## src/rtl/b2bcd_pkg.sv

```systemverilog
// Shared types and helpers for the sequential binary-to-BCD converter.
// Holds the FSM state encoding and the per-digit add-3 correction.
package b2bcd_pkg;

    localparam int DIGIT_W = 4;

    typedef enum logic [1:0] {
        IDLE = 2'd0,
        CONV = 2'd1,
        DONE = 2'd2
    } state_t;

    function automatic logic [DIGIT_W-1:0] add3_digit(input logic [DIGIT_W-1:0] d);
        return (d > 4'd4) ? d + 4'd3 : d;
    endfunction

endpackage

```

## src/rtl/bcd_dabble_step.sv

```systemverilog
// One combinational double-dabble step: add-3 correction on every digit,
// then a one-bit left shift with a serial bit entering digit 0.
module bcd_dabble_step
    import b2bcd_pkg::*;
#(
    parameter int DIGIT = 5
) (
    input  logic [DIGIT*DIGIT_W-1:0] bcd,
    input  logic                     serial,
    output logic [DIGIT*DIGIT_W-1:0] next_bcd,
    output logic                     carry
);

    localparam int BCD_W = DIGIT * DIGIT_W;

    logic [BCD_W-1:0] adjusted;

    always_comb begin
        // NOTE: default the whole vector first so no path through the loop leaves bits unassigned (no latch).
        adjusted = '0;
        for (int d = 0; d < DIGIT; d++) begin
            adjusted[d*DIGIT_W +: DIGIT_W] = add3_digit(bcd[d*DIGIT_W +: DIGIT_W]);
        end
    end

    // The top digit's bit 3 falls off the register and becomes the overflow contribution.
    assign next_bcd = {adjusted[BCD_W-2:0], serial};
    assign carry    = adjusted[BCD_W-1];

endmodule

```

## src/rtl/b2bcd_seq.sv

```systemverilog
// Sequential binary-to-BCD converter: BPC double-dabble steps per clock,
// optional two's-complement input, sticky overflow, valid/ready on both sides.
module b2bcd_seq
    import b2bcd_pkg::*;
#(
    parameter int WIDTH = 16,
    parameter int DIGIT = 5,
    parameter int BPC   = 1
) (
    input  logic                     clk,
    input  logic                     rst,
    input  logic                     in_valid,
    output logic                     in_ready,
    input  logic                     in_signed,
    input  logic [WIDTH-1:0]         in_data,
    output logic                     out_valid,
    input  logic                     out_ready,
    output logic                     out_sign,
    output logic [DIGIT*DIGIT_W-1:0] out_bcd,
    output logic                     out_overflow
);

    localparam int BCD_W = DIGIT * DIGIT_W;
    localparam int STEPS = WIDTH / BPC;
    localparam int CNT_W = (STEPS > 1) ? $clog2(STEPS) : 1;

    state_t             state, state_next;
    logic [BCD_W-1:0]   bcd_q;
    logic [WIDTH-1:0]   mag_q;
    logic               sign_q;
    logic               ovf_q;
    logic [CNT_W-1:0]   cnt_q;

    logic               accept;
    logic               neg;
    logic [WIDTH-1:0]   neg_mag;

    assign accept  = in_valid && in_ready;
    assign neg     = in_signed && in_data[WIDTH-1];
    assign neg_mag = ~in_data + WIDTH'(1);

    // BPC chained steps; index 0 is the registered state, index BPC the next state.
    logic [BCD_W-1:0] bcd_chain [BPC+1];
    logic [WIDTH-1:0] mag_chain [BPC+1];
    logic             ovf_chain [BPC+1];

    assign bcd_chain[0] = bcd_q;
    assign mag_chain[0] = mag_q;
    assign ovf_chain[0] = ovf_q;

    for (genvar k = 0; k < BPC; k++) begin : g_step
        logic carry;

        bcd_dabble_step #(.DIGIT(DIGIT)) u_step (
            .bcd      (bcd_chain[k]),
            .serial   (mag_chain[k][WIDTH-1]),
            .next_bcd (bcd_chain[k+1]),
            .carry    (carry)
        );

        assign mag_chain[k+1] = mag_chain[k] << 1;
        assign ovf_chain[k+1] = ovf_chain[k] | carry;
    end

    always_ff @(posedge clk) begin
        // NOTE: registers take non-blocking assignments so every flop samples pre-edge values.
        if (rst) state <= IDLE;
        else     state <= state_next;
    end

    always_comb begin
        state_next = state;
        case (state)
            IDLE:    if (accept) state_next = CONV;
            CONV:    if (cnt_q == '0) state_next = DONE;
            DONE:    if (out_ready) state_next = IDLE;
            default: state_next = IDLE;
        endcase
    end

    always_ff @(posedge clk) begin
        if (rst) begin
            bcd_q  <= '0;
            mag_q  <= '0;
            sign_q <= 1'b0;
            ovf_q  <= 1'b0;
            cnt_q  <= '0;
        end else begin
            case (state)
                IDLE: begin
                    if (accept) begin
                        sign_q <= neg;
                        mag_q  <= neg ? neg_mag : in_data;
                        bcd_q  <= '0;
                        ovf_q  <= 1'b0;
                        cnt_q  <= CNT_W'(STEPS - 1);
                    end
                end
                CONV: begin
                    bcd_q <= bcd_chain[BPC];
                    mag_q <= mag_chain[BPC];
                    ovf_q <= ovf_chain[BPC];
                    if (cnt_q != '0) cnt_q <= cnt_q - CNT_W'(1);
                end
                default: ;
            endcase
        end
    end

    assign in_ready     = (state == IDLE);
    assign out_valid    = (state == DONE);
    assign out_sign     = sign_q;
    assign out_bcd      = bcd_q;
    assign out_overflow = ovf_q;

endmodule

```

## config.mk

```make
export PLATFORM = sky130hd
export DESIGN_NAME = b2bcd_seq
export DESIGN_NICKNAME = d
export VERILOG_FILES = /design/src/rtl/b2bcd_pkg.sv /design/src/rtl/bcd_dabble_step.sv /design/src/rtl/b2bcd_seq.sv
export SDC_FILE = /design/constraint.sdc
export NUM_CORES = 1
export LEC_CHECK = 0
export ABC_CLOCK_PERIOD_IN_PS = 1900
export CORE_UTILIZATION = 40
export DETAILED_ROUTE_END_ITERATION = 8
export SLEW_MARGIN = 10
export SYNTH_ARGS = -nofsm -noshare
export SYNTH_HDL_FRONTEND = slang
export SYNTH_HIERARCHICAL = 1
export SYNTH_SLANG_ARGS = --single-unit
```

## constraint.sdc

```tcl
create_clock -name clk -period 1.9 [get_ports clk]
set_input_delay 0.19 -clock clk [delete_from_list [all_inputs] [get_ports clk]]
set_output_delay 0.19 -clock clk [all_outputs]
set_load 0.01 [all_outputs]
```

==> impl_metrics.py, run 1 <==
metrics = {
    "sta": {
        "final.setup.tns_ns": 0,
        "fmax_mhz": 572,
        "rsz0062_at_grt": "false",
        "setup_viol": 0,
        "timing.final.crit_share_pct": 92.1,
        "fin_ws_ns": 0.150,
        "max_slew.worst_pin.slew_ns": 0.433,
        "clock_skew_ns": 0.00416,
        "drv_slew": 0,
        "max_slew_margin_pct": 70.8,
        "finalHoldViolCount": 0,
        "min_period_ns": 1.75,
    },
    "cells_and_area": {
        "final_cell_mix": "dfxtp_1 (44), clkdlybuf4s50_1 (44), a21oi_1 (37)",
        "num_antenna_cells": 0,
        "fin_cells": 489,
        "syn_to_final_growth_pct": 22.5,
        "num-nets-final": 425,
        "drive_gt1_share_pct": 12.7,
        "postLayoutCoreUtil_pct": 50.8,
    },
    "floorplanning": {
        "fp.dieH_um": 85.9,
        "die_w_um": 85.9,
        "rows": 30,
        "dieArea_um2": 7370,
        "core_um2": 6790,
        "ios": 45,
        "start_util_pct": 41.4,
    },
    "worst_setup_path": {
        "startpoint_type": "flop",
        "arrival_ns": 1.56,
        "cp.required_ns": 1.71,
        "cp-startpoint": "state[1]$_SDFFE_PP0P_",
        "crit_chain": "nor2b_1 -> clkdlybuf4s50_1",
        "r2r_slack_ns": 0.36,
        "reg2regPathDepth": 6,
        "worstReg2RegStart": "cnt_q[0]$_SDFFE_PP0P_",
        "reg2reg_to": "cnt_q[2]$_SDFFE_PP0P_",
        "crit_family": "buffers and inverters",
        "critPathMaxStageDelay_ns": 0.56,
        "path_depth": 2,
        "crit_path_end_kind": "output pin",
        "cp_max_fo": 9,
        "worst-path-buf-inv": 1,
        "crit_type": "flop to output pin",
        "slowest_stage": "clkdlybuf4s50_1",
    },
    "drt": {
        "antenna_left": 0,
        "drc": 0,
        "viasPerCell": 5.30,
        "wirelength_mm": 6.41,
        "drtIter0Drc": 99,
        "vias": 2591,
        "post_drt_wl_per_cell_um": 13.1,
        "dr.pass1.iters": 4,
    },
    "power": {
        "switchingPower_mw": 0.623,
        "seqPwrFrac_pct": 48.3,
        "p_total_mw": 2.11,
        "pwr-share-comb_pct": 22.9,
        "cellLeakagePower_nw": 1.33,
        "powerDensity_nw_per_um2": 613,
        "switching_share_pct": 29.5,
        "vdd_ir_drop_max_v": 0.000262,
        "clockPowerShare_pct": 28.8,
        "internal_power_mw": 1.49,
    },
    "placement": {
        "gp_congestion": 0.896,
        "dp_worst_setup_slack_ns": 0.0297,
        "hpwl_mm": 4.66,
        "portBuffers": 44,
        "placedCellCount": 481,
    },
    "yosys": {
        "async_flop_share_pct": 0,
        "yosysTopAreaCellShare_pct": 31.3,
        "seq_area_frac_synth_pct": 31.3,
        "syn-cell-area_um2": 2810,
        "synth_area_leader_cell": "dfxtp_1",
        "synth_top_flop_cell": "dfxtp_1",
        "synthTopCellsByArea": "dfxtp_1 (31%), a21oi_1 (6.6%), buf_4 (5.6%), ha_1 (5.3%), nand3_1 (4.8%)",
        "synth_edf_count": 0,
        "ys_seq_elements": 44,
        "synth_fp_nets": 386,
        "yosys_warnings": 6,
        "syn_area_per_cell_um2": 7.97,
        "synthCells": 353,
        "ys_types": 50,
    },
    "worst_hold_path": {
        "min_from": "mag_q[15]$_SDFFE_PP0P_",
        "hold_class": "flop to flop",
        "whs_path_depth": 2,
        "whs_endpoint": "out_bcd[0]$_SDFFE_PP0P_",
    },
    "global_routing": {
        "gr-usage-all-layers_pct": 18.1,
        "grt_max_degree": 39,
        "grt_pass1_vias": 2352,
        "grt_pass1_wl_mm": 10.9,
        "grt_antenna_before_repair": 0,
        "grt.overflow.total": 0,
    },
    "cts": {
        "cts_setup_buffers": 0,
        "postCtsResizedCells": 0,
        "cts_buffer_depth": 2,
        "clkTransAtPathRegs_ns": 0.08,
        "cts_buffers": 5,
        "htree_num_levels": 2,
        "cts_tree": "done",
        "cts_sinks": 44,
        "clk_latency_ns": 0.29,
        "postCtsHoldBufs": 0,
        "cts_root_buf": "clkbuf_8",
    },
    "status": {
        "status": "complete, no violations",
    },
    "flow_run": {
        "cap_violations": 0,
    },
}
[logic make-up after synthesis]
kind of cell / after synthesis / synth area share [%]
XOR/XNOR: 13 / 4.05
buffers and inverters: 64 / 12.0
flip-flops: 44 / 31.3
adder cells (fa/ha/maj): 12 / 5.34
AO/OA/AOI/OAI: 99 / 22.6
multiplexers: 6 / 2.18
AND/OR/NAND/NOR: 115 / 22.5
[cells in the mapped netlist (4+ instances only)]
| master | number |
|---|---|
| dfxtp_1 | 44 |
| a21oi_1 | 37 |
| nand3_1 | 27 |
| nand2_1 | 24 |
| inv_1 | 23 |
| buf_4 | 21 |
| nor2_1 | 17 |
| xnor2_1 | 13 |
| clkbuf_1 | 12 |
| ha_1 | 12 |
| nor3_1 | 10 |
| a22oi_1 | 9 |
| o21ai_0 | 9 |
| a21o_1 | 5 |
| a21oi_2 | 5 |
| mux2i_1 | 5 |
| nand2b_1 | 5 |
| o21ai_1 | 5 |
| o22ai_1 | 5 |
| nor2b_1 | 4 |
| nor4_1 | 4 |
| o21bai_1 | 4 |
[worst min-delay path: stages (launching register included)]
cell and delay (ns):
dfxtp_1 0.32, nand2_1 0.05, a21oi_1 0.05
[per-stage QoR]
step / cell area (µm²) / hold WS [ns]
after floorplan: 2810 / 0.343
after global placement: 3360 / 0.461
after detailed placement: 3360 / 0.460
after CTS: 3450 / 0.472
after global routing: 3450 / 0.512
final: 3450 / 0.471
[registers in the layout (all words and copies together) (netlist names)]
register	flops
out_bcd	20
cnt_q	4
out_sign	1
state	2
mag_q	16
out_overflow	1
[worst max path at each step]
stage	to	slack, ns
3_3_place_gp	mag_q[12]$_SDFFE_PP0P_	0.04
4_1_cts	out_valid	0.13
3_5_place_dp	mag_q[12]$_SDFFE_PP0P_	0.03
2_1_floorplan	mag_q[11]$_SDFFE_PP0P_	0.44
5_1_grt	out_valid	0.07
6_report	out_valid	0.15
[power groups by stage]
stage / clock network, mW / registers [mW] / logic (mW)
after floorplan: 0 / 1.02 / 0.298
after global placement: 0 / 1.04 / 0.482
after detailed placement: 0 / 1.04 / 0.484
after CTS: 0.627 / 1.02 / 0.485
after global routing: 0.671 / 1.03 / 0.533
final: 0.609 / 1.02 / 0.483
[routing by layer]
metal  share of wire, %  global-route usage [%]  vias up
li1                   -                       -     1321
met1                 49                    23.4     1208
met2                 46                    30.3       50
met3                3.2                    3.46       12
met4                1.8                    5.61        0
met5                  0                       0        -
[final cells by class]
class | count | area (µm²)
clock buffers | 6 | 82.6
repair buffers | 73 | 671
flip-flops and latches | 44 | 881
clock inverters | 2 | 10.0
multi-input cells | 245 | 1600
well taps | 96 | 120
fillers | 693 | 3350
inverters | 23 | 86.3
Note: power is estimated with default switching activity, not from simulation.
==> inputs of run 2 (changes only) <==
--- a/config.mk
+++ b/config.mk
@@ -6,8 +6,9 @@
 export NUM_CORES = 1
 export LEC_CHECK = 0
 export ABC_CLOCK_PERIOD_IN_PS = 1900
-export CORE_UTILIZATION = 40
+export CORE_UTILIZATION = 46
 export DETAILED_ROUTE_END_ITERATION = 8
+export PLACE_DENSITY = 0.7
 export SLEW_MARGIN = 10
 export SYNTH_ARGS = -nofsm -noshare
 export SYNTH_HDL_FRONTEND = slang
==> run 2 against run 1 <==
Net effect: non-clock buffer count shrank 1; clock power is essentially flat; wire length increased by 1.4%; clock-buffer cell count up 2; largest cell class unchanged; largest power group unchanged; highest routed layer unchanged.
==> impl_metrics.py, run 2 (same netlist as run 1, synthesis figures left out) <==
metrics = {
    "power": {
        "vdd_ir_drop_max_v": 0.000344,
        "clockPowerShare_pct": 28.9,
        "pwr-share-comb_pct": 22.9,
        "switchingPower_mw": 0.624,
        "powerDensity_nw_per_um2": 623,
        "seqPwrFrac_pct": 48.2,
        "switching_share_pct": 29.5,
        "internal_power_mw": 1.49,
        "cellLeakagePower_nw": 1.32,
    },
    "cts": {
        "cts_tree": "done",
        "clk_latency_ns": 0.30,
        "cts_setup_buffers": 0,
        "clkTransAtPathRegs_ns": 0.08,
        "postCtsHoldBufs": 0,
        "cts_sinks": 44,
        "htree_num_levels": 2,
        "cts_root_buf": "clkbuf_8",
        "postCtsResizedCells": 0,
        "cts_buffer_depth": 2,
        "cts_buffers": 5,
    },
    "cells_and_area": {
        "regArea_um2": 881,
        "drive_gt1_share_pct": 12.0,
        "num_antenna_cells": 0,
        "multi_input_comb_area_um2": 1600,
        "largest_register_ffs": 20,
        "postLayoutCellArea_um2": 3400,
        "num-nets-final": 424,
        "final_cell_mix": "dfxtp_1 (44), clkdlybuf4s50_1 (44), a21oi_1 (37)",
        "syn_to_final_growth_pct": 20.8,
        "filler_cell_count": 563,
    },
    "worst_setup_path": {
        "crit_chain": "nor2b_1 -> clkdlybuf4s50_1",
        "crit_family": "buffers and inverters",
        "cp_max_fo": 9,
        "worst-path-buf-inv": 1,
        "slowest_stage": "clkdlybuf4s50_1",
        "startpoint_type": "flop",
        "cp.required_ns": 1.71,
        "crit_path_end_kind": "output pin",
        "critPathMaxStageDelay_ns": 0.55,
        "arrival_ns": 1.57,
        "crit_type": "flop to output pin",
    },
    "status": {
        "status": "complete, no violations",
    },
    "floorplanning": {
        "ios": 45,
        "start_util_pct": 47.5,
        "die_w_um": 80.2,
        "fp.dieH_um": 80.2,
        "rows": 28,
        "core_um2": 5920,
        "dieArea_um2": 6430,
    },
    "global_routing": {
        "grt_antenna_before_repair": 0,
        "grt_max_degree": 24,
        "grt_pass1_wl_mm": 11.1,
        "grt.overflow.total": 0,
        "gr-usage-all-layers_pct": 21.9,
        "grt_pass1_vias": 2459,
    },
    "worst_hold_path": {
        "hold_class": "flop to flop",
    },
    "drt": {
        "viasPerCell": 5.58,
        "dr.pass1.iters": 4,
        "wirelength_mm": 6.50,
        "post_drt_wl_per_cell_um": 13.9,
        "antenna_left": 0,
        "drc": 0,
        "vias": 2608,
        "drtIter0Drc": 134,
    },
    "sta": {
        "timing.final.crit_share_pct": 92.7,
        "setup_viol": 0,
        "finalHoldViolCount": 0,
        "rsz0062_at_grt": "false",
        "clock_skew_ns": 0.00582,
        "max_slew_margin_pct": 64.2,
        "min_period_ns": 1.76,
        "drv_slew": 0,
        "fmax_mhz": 568,
        "max_slew.worst_pin.slew_ns": 0.537,
        "final.setup.tns_ns": 0,
    },
    "placement": {
        "dpl_cell_area_um2": 3310,
        "portBuffers": 44,
        "gp_congestion": 0.900,
        "hpwl_mm": 4.76,
    },
    "flow_run": {
        "cap_violations": 0,
    },
}
run 2: worst min-delay path, stage by stage, from the launching register on:
cell and delay (ns):
dfxtp_1 0.32, nand2_1 0.06, a21oi_1 0.05
run 2: power by group through the flow:
| stage | registers [mW] | logic [mW] | clock network, mW |
|---|---|---|---|
| floorplan | 1.02 | 0.298 | 0 |
| global placement | 1.04 | 0.471 | 0 |
| detailed placement | 1.04 | 0.482 | 0 |
| CTS | 1.02 | 0.486 | 0.621 |
| global route | 1.03 | 0.534 | 0.655 |
| finish | 1.02 | 0.486 | 0.611 |
run 2: cell type report:
class                      count  share of cell area, %
sequential                    44                   25.9
clock buffer                   8                   2.65
tap                           75                   2.76
multi-input combinational    245                   47.0
timing repair buffer          72                   19.1
inverter                      23                   2.54
run 2: final timing paths:
| check | from | end | slack [ns] | depth (start not counted) |
|---|---|---|---|---|
| worst max-delay path | state[1]$_SDFFE_PP0P_ | out_valid | 0.14 | 2 |
| worst min register to register | mag_q[15]$_SDFFE_PP0P_ | out_bcd[0]$_SDFFE_PP0P_ | 0.48 | 2 |
| worst max register to register | state[0]$_SDFFE_PP0P_ | cnt_q[3]$_SDFFE_PP0P_ | 0.31 | 4 |
| worst min-delay path | mag_q[15]$_SDFFE_PP0P_ | out_bcd[0]$_SDFFE_PP0P_ | 0.48 | 2 |
run 2: per-layer routing:
metal | wire [µm] | share of wire [%] | GRT usage (%) | vias up
li1 | - | - | - | 1320
met1 | 3140 | 48 | 27.3 | 1227
met2 | 3050 | 47 | 37.1 | 51
met3 | 207 | 3.2 | 4.77 | 10
met4 | 91 | 1.4 | 7.50 | 0
met5 | 0 | 0 | 0 | -
run 2: stage by stage:
stage | total power [mW] | utilization, % | instances | hold slack [ns] | setup slack [ns]
2_1_floorplan | 1.32 | - | 353 | 0.343 | 0.443
3_3_place_gp | 1.51 | 55.9 | 459 | 0.463 | 0.0735
3_5_place_dp | 1.52 | 55.9 | 459 | 0.469 | 0.0422
4_1_cts | 2.12 | 57.4 | 467 | 0.480 | 0.135
5_1_grt | 2.22 | 57.4 | 467 | 0.523 | 0.0165
6_report | 2.12 | 57.4 | 467 | 0.482 | 0.138
